==> src/rtl/npc_defs.sv <==
// Shared definitions for the load/store stage: funct3 size encodings,
// LSU FSM state encodings and the word-offset constant used to form bus addresses.
package npc_defs;

  localparam logic [2:0] F3_B  = 3'b000;
  localparam logic [2:0] F3_H  = 3'b001;
  localparam logic [2:0] F3_W  = 3'b010;
  localparam logic [2:0] F3_BU = 3'b100;
  localparam logic [2:0] F3_HU = 3'b101;

  // Bus is word addressed; low two address bits are replaced with this.
  localparam logic [1:0] WORD_OFF = 2'b00;

  typedef enum logic [1:0] {
    S_IDLE = 2'd0,
    S_BUS  = 2'd1,
    S_RESP = 2'd2
  } lsu_state_e;

  typedef enum logic [1:0] {
    SZ_B = 2'd0,
    SZ_H = 2'd1,
    SZ_W = 2'd2
  } acc_size_e;

  // Access width implied by funct3; anything unrecognised is a full word.
  function automatic acc_size_e acc_size(input logic [2:0] f3);
    case (f3)
      F3_B, F3_BU: acc_size = SZ_B;
      F3_H, F3_HU: acc_size = SZ_H;
      F3_W:        acc_size = SZ_W;
      default:     acc_size = SZ_W;
    endcase
  endfunction

endpackage

==> src/rtl/lsu_align.sv <==
// Combinational lane logic for the LSU: store byte-lane replication and
// byte enables, load byte/half extraction with sign/zero extension, and
// misalignment detection (only active when LSU_MISALIGN_CHECK_EN is defined).
module lsu_align
  import npc_defs::*;
(
  input  logic [2:0]  acc_funct3_i,
  input  logic [1:0]  acc_off_i,
  input  logic [31:0] st_data_i,
  output logic [31:0] st_wdata_o,
  output logic [3:0]  st_wmask_o,
  output logic        misalign_o,
  input  logic [2:0]  ld_funct3_i,
  input  logic [1:0]  ld_off_i,
  input  logic [31:0] ld_rdata_i,
  output logic [31:0] ld_data_o
);

  acc_size_e   st_sz;
  logic [7:0]  ld_b;
  logic [15:0] ld_h;

  assign st_sz = acc_size(acc_funct3_i);

  // Store: replicate the datum across all lanes, enable only the addressed bytes.
  always_comb begin
    st_wdata_o = st_data_i;
    st_wmask_o = 4'b1111;
    case (st_sz)
      SZ_B: begin
        st_wdata_o = {4{st_data_i[7:0]}};
        st_wmask_o = 4'b0001 << acc_off_i;
      end
      SZ_H: begin
        st_wdata_o = {2{st_data_i[15:0]}};
        st_wmask_o = 4'b0011 << {acc_off_i[1], 1'b0};
      end
      default: begin
        st_wdata_o = st_data_i;
        st_wmask_o = 4'b1111;
      end
    endcase
  end

`ifdef LSU_MISALIGN_CHECK_EN
  assign misalign_o = ((st_sz == SZ_H) && acc_off_i[0]) ||
                      ((st_sz == SZ_W) && (acc_off_i != WORD_OFF));
`else
  // Low address bits beyond the access size are simply ignored.
  assign misalign_o = 1'b0;
`endif

  // Load: pick the addressed lane out of the returned word.
  always_comb begin
    ld_b = ld_rdata_i[7:0];
    case (ld_off_i)
      2'd0: ld_b = ld_rdata_i[7:0];
      2'd1: ld_b = ld_rdata_i[15:8];
      2'd2: ld_b = ld_rdata_i[23:16];
      2'd3: ld_b = ld_rdata_i[31:24];
      default: ld_b = ld_rdata_i[7:0];
    endcase
    ld_h = ld_off_i[1] ? ld_rdata_i[31:16] : ld_rdata_i[15:0];
  end

  // Load: extend the extracted lane according to funct3.
  always_comb begin
    ld_data_o = ld_rdata_i;
    case (ld_funct3_i)
      F3_B:    ld_data_o = {{24{ld_b[7]}}, ld_b};
      F3_BU:   ld_data_o = {24'd0, ld_b};
      F3_H:    ld_data_o = {{16{ld_h[15]}}, ld_h};
      F3_HU:   ld_data_o = {16'd0, ld_h};
      F3_W:    ld_data_o = ld_rdata_i;
      default: ld_data_o = ld_rdata_i;
    endcase
  end

endmodule

==> src/rtl/lsu.sv <==
// Load/store stage: accepts one EXU record at a time, performs at most one
// data-memory access over a req/ack bus with a timeout, and presents a single
// writeback record to WBU. Non-memory ops pass straight through.
// Optional feature: define LSU_MISALIGN_CHECK_EN to fault misaligned H/W accesses.
module lsu
  import npc_defs::*;
#(
  parameter int TIMEOUT_CYCLES = 255
) (
  input  logic        clk,
  input  logic        rst,
  input  logic        in_valid,
  output logic        in_ready,
  input  logic [31:0] in_exu_data,
  input  logic [31:0] in_st_data,
  input  logic        in_ld,
  input  logic        in_st,
  input  logic [2:0]  in_funct3,
  input  logic [4:0]  in_rd,
  input  logic        in_rd_wen,
  output logic        mem_req,
  output logic        mem_we,
  output logic [31:0] mem_addr,
  output logic [31:0] mem_wdata,
  output logic [3:0]  mem_wmask,
  input  logic        mem_ack,
  input  logic [31:0] mem_rdata,
  output logic        out_valid,
  input  logic        out_ready,
  output logic [31:0] out_data,
  output logic [4:0]  out_rd,
  output logic        out_rd_wen,
  output logic        out_err
);

  // Counter value on the last permitted un-acked BUS cycle.
  localparam logic [7:0] TO_LAST = 8'(TIMEOUT_CYCLES - 1);

  lsu_state_e  state_q, state_d;
  logic [7:0]  cnt_q, cnt_d;
  logic        ld_q, ld_d;
  logic [2:0]  f3_q, f3_d;
  logic [1:0]  off_q, off_d;
  logic        we_q, we_d;
  logic [31:0] addr_q, addr_d;
  logic [31:0] wdata_q, wdata_d;
  logic [3:0]  wmask_q, wmask_d;
  logic [31:0] data_q, data_d;
  logic [4:0]  rd_q, rd_d;
  logic        rd_wen_q, rd_wen_d;
  logic        err_q, err_d;

  logic [31:0] st_wdata;
  logic [3:0]  st_wmask;
  logic        misalign;
  logic [31:0] ld_data;

  // Store lanes are computed from the live inputs at accept; load lanes from
  // the registered offset/funct3 against the returning bus word.
  lsu_align u_align (
    .acc_funct3_i (in_funct3),
    .acc_off_i    (in_exu_data[1:0]),
    .st_data_i    (in_st_data),
    .st_wdata_o   (st_wdata),
    .st_wmask_o   (st_wmask),
    .misalign_o   (misalign),
    .ld_funct3_i  (f3_q),
    .ld_off_i     (off_q),
    .ld_rdata_i   (mem_rdata),
    .ld_data_o    (ld_data)
  );

  assign in_ready   = (state_q == S_IDLE);
  assign mem_req    = (state_q == S_BUS);
  assign out_valid  = (state_q == S_RESP);
  assign mem_we     = we_q;
  assign mem_addr   = addr_q;
  assign mem_wdata  = wdata_q;
  assign mem_wmask  = wmask_q;
  assign out_data   = data_q;
  assign out_rd     = rd_q;
  assign out_rd_wen = rd_wen_q;
  assign out_err    = err_q;

  // Next-state logic; every register holds unless its state acts on it, which
  // keeps the bus and writeback fields stable while waiting on the far side.
  always_comb begin
    state_d  = state_q;
    cnt_d    = cnt_q;
    ld_d     = ld_q;
    f3_d     = f3_q;
    off_d    = off_q;
    we_d     = we_q;
    addr_d   = addr_q;
    wdata_d  = wdata_q;
    wmask_d  = wmask_q;
    data_d   = data_q;
    rd_d     = rd_q;
    rd_wen_d = rd_wen_q;
    err_d    = err_q;
    case (state_q)
      S_IDLE: begin
        if (in_valid) begin
          ld_d  = in_ld;
          f3_d  = in_funct3;
          off_d = in_exu_data[1:0];
          rd_d  = in_rd;
          err_d = 1'b0;
          cnt_d = 8'd0;
          if (in_ld || in_st) begin
            if (misalign) begin
              // Fault reports the offending address instead of touching the bus.
              state_d  = S_RESP;
              rd_wen_d = 1'b0;
              err_d    = 1'b1;
              data_d   = in_exu_data;
            end else begin
              state_d  = S_BUS;
              addr_d   = {in_exu_data[31:2], WORD_OFF};
              we_d     = in_st;
              wdata_d  = in_st ? st_wdata : 32'd0;
              wmask_d  = in_st ? st_wmask : 4'd0;
              rd_wen_d = in_ld & in_rd_wen;
              data_d   = 32'd0;
            end
          end else begin
            state_d  = S_RESP;
            data_d   = in_exu_data;
            rd_wen_d = in_rd_wen;
          end
        end
      end
      S_BUS: begin
        // Ack wins over timeout when both land on the same cycle.
        if (mem_ack) begin
          state_d = S_RESP;
          data_d  = ld_q ? ld_data : 32'd0;
        end else begin
          cnt_d = cnt_q + 8'd1;
          if (cnt_q == TO_LAST) begin
            state_d  = S_RESP;
            err_d    = 1'b1;
            rd_wen_d = 1'b0;
            data_d   = 32'd0;
          end
        end
      end
      S_RESP: begin
        if (out_ready) state_d = S_IDLE;
      end
      default: state_d = S_IDLE;
    endcase
  end

  // State and datapath registers with synchronous reset; reset mid-op drops it.
  always_ff @(posedge clk) begin
    if (rst) begin
      state_q  <= S_IDLE;
      cnt_q    <= 8'd0;
      ld_q     <= 1'b0;
      f3_q     <= 3'd0;
      off_q    <= 2'd0;
      we_q     <= 1'b0;
      addr_q   <= 32'd0;
      wdata_q  <= 32'd0;
      wmask_q  <= 4'd0;
      data_q   <= 32'd0;
      rd_q     <= 5'd0;
      rd_wen_q <= 1'b0;
      err_q    <= 1'b0;
    end else begin
      state_q  <= state_d;
      cnt_q    <= cnt_d;
      ld_q     <= ld_d;
      f3_q     <= f3_d;
      off_q    <= off_d;
      we_q     <= we_d;
      addr_q   <= addr_d;
      wdata_q  <= wdata_d;
      wmask_q  <= wmask_d;
      data_q   <= data_d;
      rd_q     <= rd_d;
      rd_wen_q <= rd_wen_d;
      err_q    <= err_d;
    end
  end

endmodule

==> config.mk <==
export PLATFORM = sky130hd
export DESIGN_NAME = lsu
export DESIGN_NICKNAME = d
export VERILOG_FILES = /design/src/rtl/npc_defs.sv /design/src/rtl/lsu_align.sv /design/src/rtl/lsu.sv
export SDC_FILE = /design/constraint.sdc
export NUM_CORES = 1
export LEC_CHECK = 0
export BUFFER_PORTS_ARGS = -buffer_cell sky130_fd_sc_hd__buf_2
export CORE_AREA = 2 2 137 139
export CTS_CLUSTER_DIAMETER = 100
export DETAILED_ROUTE_END_ITERATION = 16
export DIE_AREA = 0 0 139 141
export PLACE_DENSITY = 0.65
export SYNTH_ARGS = -nofsm -noshare
export SYNTH_HDL_FRONTEND = slang
export SYNTH_SLANG_ARGS = --single-unit
export TNS_END_PERCENT = 50
==> constraint.sdc <==
create_clock -name clk -period 2.1 [get_ports clk]
set_input_delay 0.21 -clock clk [delete_from_list [all_inputs] [get_ports clk]]
set_output_delay 0.21 -clock clk [all_outputs]
set_load 0.01 [all_outputs]
# Word level (Yosys, flattened, before mapping)
# Index checks and enable logic that the tools add are counted.
# Widths: inputs -> output; s select.
dict set report totals {
  register_bits 122
  output_inout_bits 111
}
dict set report op_classes {
  add_sub_neg 1
  n_eq_ne 18
  shift 2
  mux 32
  bitwise 1
  reduce_logical 15
}
# op n
set ops {}
lappend ops {{$mux 32} 6}
lappend ops {{$pmux 32 s2} 2}
lappend ops {{$pmux 32 s4} 1}
lappend ops {{$pmux 8 s4} 1}
lappend ops {{$mux 16} 1}
lappend ops {{$mux 8} 2}
lappend ops {{$pmux 8 s2} 1}
lappend ops {{$eq 3x3->1 const B} 4}
lappend ops {{$reduce_and 3->1} 4}
lappend ops {{$mux 2} 5}
lappend ops {{$add 8x1->8 const B} 1}
lappend ops {{$eq 8x8->1 const B} 1}
lappend ops {{$pmux 4 s2} 1}
lappend ops {{$mux 1} 7}
lappend ops {{$eq 2x1->1 const B} 3}
lappend ops {{$eq 2x2->1 const B} 3}
lappend ops {{$eq 3x1->1 const B} 2}
lappend ops {{$logic_not 2->1} 3}
lappend ops {{$logic_not 3->1} 2}
lappend ops {{$pmux 2 s3} 1}
lappend ops {{$mux 4} 1}
lappend ops {{$ne 2x1->1 const B} 2}
lappend ops {{$ne 2x2->1 const B} 2}
lappend ops {{$pmux 1 s2} 2}
lappend ops {{other kinds (10)} 11}

# Depth between registers and ports, before layout
dict set report logic_depth {
  ltp_word 6
  mapped_depth 9
  mapped_depth_nobuf 7
}

# Cells and area by module
# A second synthesis with hierarchy kept.
dict set report hier_totals {
  hier_cells 756
  hier_area_um2 6120.9
}
# mod n_inst cells_per_inst area_each_um2 seq_area_each_um2
set modules_own_cells {}
lappend modules_own_cells {lsu 1 578 4847.1 2442.3}
lappend modules_own_cells {lsu_align 1 178 1273.7 0.0}

# Worst setup path after synthesis
# No wires, ideal clock.
dict set report synth_path {
  kind {register to register}
  start {register off_q[0]}
  end {register data_q[24] (netlist: out_data[24])}
  arrival_ps 1446
  required_ps 1964
  setup_slack_ps 518
  path_stages_with_launch 7
  path_buffers 1
  period_less_slack_ps 1582
  path_cell_list {dfxtp_1 mux2_2 a22oi_4 a21boi_4 buf_6 a221oi_2 nor3_2}
}
dict set report synth_via {
  elab_chain_len 6
}
# item line
set synth_rtl {}
lappend synth_rtl {{start: declaration} lsu.sv:43} ;# logic [1:0] off_q, off_d;
lappend synth_rtl {{start signal: assignment} lsu.sv:162} ;# off_q <= 2'd0;
lappend synth_rtl {{start signal: assignment} lsu.sv:176} ;# off_q <= off_d;
lappend synth_rtl {{$eq 2x2->1, or another cell as far along} lsu_align.sv:56} ;# case (ld_off_i)
lappend synth_rtl {{$pmux 8 s4 (*)} lsu_align.sv:56}
lappend synth_rtl {{$pmux 32 s4 (*)} lsu_align.sv:69} ;# case (ld_funct3_i)
lappend synth_rtl {{$mux 32 (*)} lsu.sv:137} ;# data_d = ld_q ? ld_data : 32'd0;
lappend synth_rtl {{$mux 32 (*)} lsu.sv:135} ;# if (mem_ack) begin
lappend synth_rtl {{$pmux 32 s2 (*)} lsu.sv:101} ;# case (state_q)
lappend synth_rtl {{end signal: assignment} lsu.sv:181} ;# data_q <= data_d;
lappend synth_rtl {{end: declaration} lsu.sv:48} ;# logic [31:0] data_q, data_d;
# Every way passes the cells marked *; elsewhere a longest branch is shown, timed or not.
# A chain may end at the register's enable or synchronous reset.

# Worst setup path after layout
dict set report layout_path {
  start {register off_q[1]}
  end {register data_q[30] (netlist: out_data[30])}
}
dict set report layout_via {
  elab_chain_len 6
}
# item line
set layout_rtl {}
lappend layout_rtl {{$eq 2x2->1, or another cell as far along} lsu_align.sv:56}
lappend layout_rtl {{$pmux 8 s4} lsu_align.sv:56}
lappend layout_rtl {{$pmux 32 s4 (*)} lsu_align.sv:69}
lappend layout_rtl {{$mux 32 (*)} lsu.sv:137}
lappend layout_rtl {{$mux 32 (*)} lsu.sv:135}
lappend layout_rtl {{$pmux 32 s2 (*)} lsu.sv:101}
# Marked as above.

==> flow_metrics.py <==
metrics = {
    "run": {
        "drv_cap": 0,
    },
    "power": {
        "power.ir.vdd_worst_mv": 0.581,
        "comb_power_share_pct": 19.8,
        "clock_power_share_pct": 41.8,
        "netSwitchingFraction_pct": 28.7,
        "leakage_uw": 0.00336,
        "cellInternalPower_uw": 4850,
        "p_sw_uw": 1950,
        "power_frac_seq_pct": 38.4,
        "power.density_cell_area_mw_per_mm2": 891,
    },
    "final_layout": {
        "fraction_of_layout_instances_using_a_drive_strength_above_1_pct": 35.7,
        "multiInputGateArea_sq_mm": 0.00295,
        "area_growth_syn_to_layout_pct": 33.4,
        "most_frequent_standard_cell_in_the_layout_excluding_fill_and_tap_cells": "buf_2",
        "mostFrequentLayoutCells": "219 x buf_2, 122 x dfxtp_1, 120 x nand2_1",
        "final_nets": 998,
        "fillCellCount": 1902,
        "regArea_sq_mm": 0.00244,
        "final_core_utilization_pct": 41.7,
    },
    "worst_setup_path": {
        "r2r_start": "off_q[1]",
        "timing.critical_path.to_type": "register",
        "critical_path.startpoint_type": "register",
        "worstPathRequired_ns": 2.42,
        "worst-path-max-fanout": 16,
        "worst-endpoint-arrival_ns": 2.24,
        "r2r_cells": 5,
        "critical_path_class": "register to register",
        "critical_path.reg2reg.endpoint": "out_data[30]",
        "r2r_slack_ns": 0.19,
    },
    "floorplan": {
        "boundaryPins": 223,
        "die_h_um": 141,
        "fp.dieArea_sq_mm": 0.0196,
        "chipWidth_um": 139,
        "row_count": 50,
        "core_outline_area_sq_mm": 0.0183,
        "floorplan.initialDensity_pct": 31.3,
    },
    "worst_hold_path": {
        "hold_path.startpoint": "in_rd[1]",
        "worstHoldPathCells": 3,
        "hold_end": "out_rd[1]",
        "min-delay-path-class": "input pin to register",
    },
    "clocking": {
        "postCtsResizedCells": 0,
        "cts_hold_buf": 0,
        "clkSlewWorstSetupHoldPaths_ns": 0.06,
        "cts_tree": "done",
        "cts_buffers": 17,
        "post-cts-setup-buffers": 0,
        "clk_path_buf_depth": 2,
        "htreeDepth": 4,
        "cts.sink_count": 122,
        "cts-root-buf": "clkbuf_16",
        "clock_insertion_delay_worst_skew_ns": 0.41,
    },
    "route": {
        "overall_via_count_from_detail_route": 5781,
        "vias_per_cell": 5.11,
        "routed_wl_mm": 19.4,
        "final_antenna_net_count": 0,
        "first_pass_iters": 5,
        "detail_route.drc_violations": 0,
        "wl_per_cell_um": 17.2,
        "drt-initial-drc-count": 379,
    },
    "yosys": {
        "asyncSetResetFlopFracSynth_pct": 0,
        "netlist_area_sq_mm": 0.00572,
        "ys.flop_type": "dfxtp_1",
        "syn_inst": 681,
        "synth_cell_types": 51,
        "synth-seq-cells": 122,
        "ys_seq_area_share_pct": 42.7,
        "number_of_flops_mapped_to_enable_cells_by_yosys": 0,
        "postSynthAreaPerCell_sq_um": 8.39,
        "yosysWarningCount": 0,
    },
    "global_routing": {
        "globalRouteMet1Util_pct": 24.5,
        "globalRoute.busiestLayer": "met2",
        "grt.met2_usage_pct": 31.1,
        "maximum_number_of_pins_on_one_net_before_global_route_repair": 51,
        "first_global_vias": 5581,
        "track_usage_pct": 19.5,
        "grt_pass1_wl_mm": 30.2,
        "number_of_antenna_violations_at_the_first_check_in_global_routing": 1,
        "global_route_track_usage_on_met3_pct": 6.66,
        "grt_overflow": 0,
    },
    "placement": {
        "port_buffers": 220,
        "gp_routability_congestion": 0.859,
        "post-dp-hpwl_mm": 14.1,
    },
    "status": {
        "outcome": "finished, final reports clean",
    },
    "timing": {
        "timing.final.hold_violations": 0,
        "rsz_0062_raised_after_global_routing": "false",
        "final.setup.tns_ns": 0,
        "layout_worst_path_cycle_share_pct": 91.1,
        "drv_slew": 0,
        "min_period_ns": 1.91,
        "max_clock_freq_ghz": 0.523,
        "final.setup_skew_ns": 0.00839,
        "timing.slew.headroom_pct": 24.7,
        "report.final.setup_viol": 0,
        "worst-slew-pin-transition_ns": 1.12,
    },
}
==> cells by family after synthesis <==
| kind of cell | Yosys count | share of synthesized area [%] |
|---|---|---|
| xor gates and xnor gates | 7 | 1.07 |
| buffers and inverters | 71 | 6.13 |
| adders and majority gates | 2 | 0.438 |
| AOI/OAI and AO/OA | 207 | 25.9 |
| DFF | 122 | 42.7 |
| other | 1 | 0.0656 |
| muxes | 21 | 4.09 |
| and+or+nand+nor | 250 | 19.5 |
==> registers in the layout, summed over array words and instances (netlist names) <==
register and cells:
mem_wdata 32, out_data 32, mem_addr 30, cnt_q 8
out_rd 5, mem_wmask 4, f3_q 3, off_q 2
state_q 2, ld_q 1, mem_we 1, out_err 1
out_rd_wen 1
==> per-layer routing <==
metal | routed length, um | share of wire [%]
met3 | 1640 | 8.4
met5 | 0 | 0
met1 | 8420 | 43
met2 | 8910 | 46
met4 | 474 | 2.4
==> area by class of cell <==
class	instances	share of cell area, %
Inverter	12	0.591
Clock buffer	24	6.19
Antenna cell	1	0.0328
Clock inverter	7	1.21
Tap cell	234	3.84
Multi-Input combinational cell	489	38.6
Sequential cell	122	32.0
Timing Repair Buffer	242	17.5
==> how the worst max path moves through the flow <==
stage,slack (ns),from,cells after the start,endpoint
after floorplan,0.52,off_q[0],6,out_data[24]
after global placement,0.24,off_q[1],6,out_data[31]
after detailed placement,0.20,off_q[1],6,out_data[30]
after CTS,0.20,off_q[1],6,out_data[30]
after global routing,0.04,off_q[1],6,out_data[30]
final,0.19,off_q[1],5,out_data[30]
==> per-stage QoR <==
stage          cells  worst slack [ns]  power (uW)  cell area, sq um  hold WS [ns]
6_report        1131             0.187        6790              7620        0.0330
4_1_cts         1130             0.196        6880              7620        0.0200
5_1_grt         1130            0.0369        7110              7620        0.0333
3_5_place_dp    1099             0.202        4010              7060         0.443
3_3_place_gp    1099             0.237        3990              7060         0.435
2_1_floorplan    682             0.518        3460              5720         0.346
==> worst max-delay path: stages, from the launching register on <==
cell      delay (ns)
dfxtp_1         0.52
nor2b_1         0.27
a22oi_4         0.12
a21boi_4        0.55
a221oi_1        0.16
nor3_1          0.22
==> cell usage after synthesis, drive strengths merged, types with 6 or more instances <==
cell type    n  area [sq um]
nor3        26           185
dfxtp      122          2440
a21o        22           165
nor2        76           285
nand2      120           450
nor2b        6          37.5
o221ai      14           123
buf         36           219
a21oi       74           374
a32oi        8          70.1
clkbuf      23          86.3
inv         11          41.3
a311oi       6          58.8
a22oi       21           171
o22ai        6          37.5
a221oi      23           264
mux2        19           214
o21a         8          60.1
o21ai       17          85.1
==> power by group through the flow <==
| stage | Combinational [uW] | Sequential [uW] | Clock [uW] |
|---|---|---|---|
| floorplan | 749 | 2710 | 0 |
| global placement | 1340 | 2650 | 0 |
| detailed placement | 1350 | 2650 | 0 |
| CTS | 1360 | 2610 | 2910 |
| global route | 1480 | 2630 | 3000 |
| finish | 1350 | 2610 | 2840 |
Power figures use the tool's default switching activity.
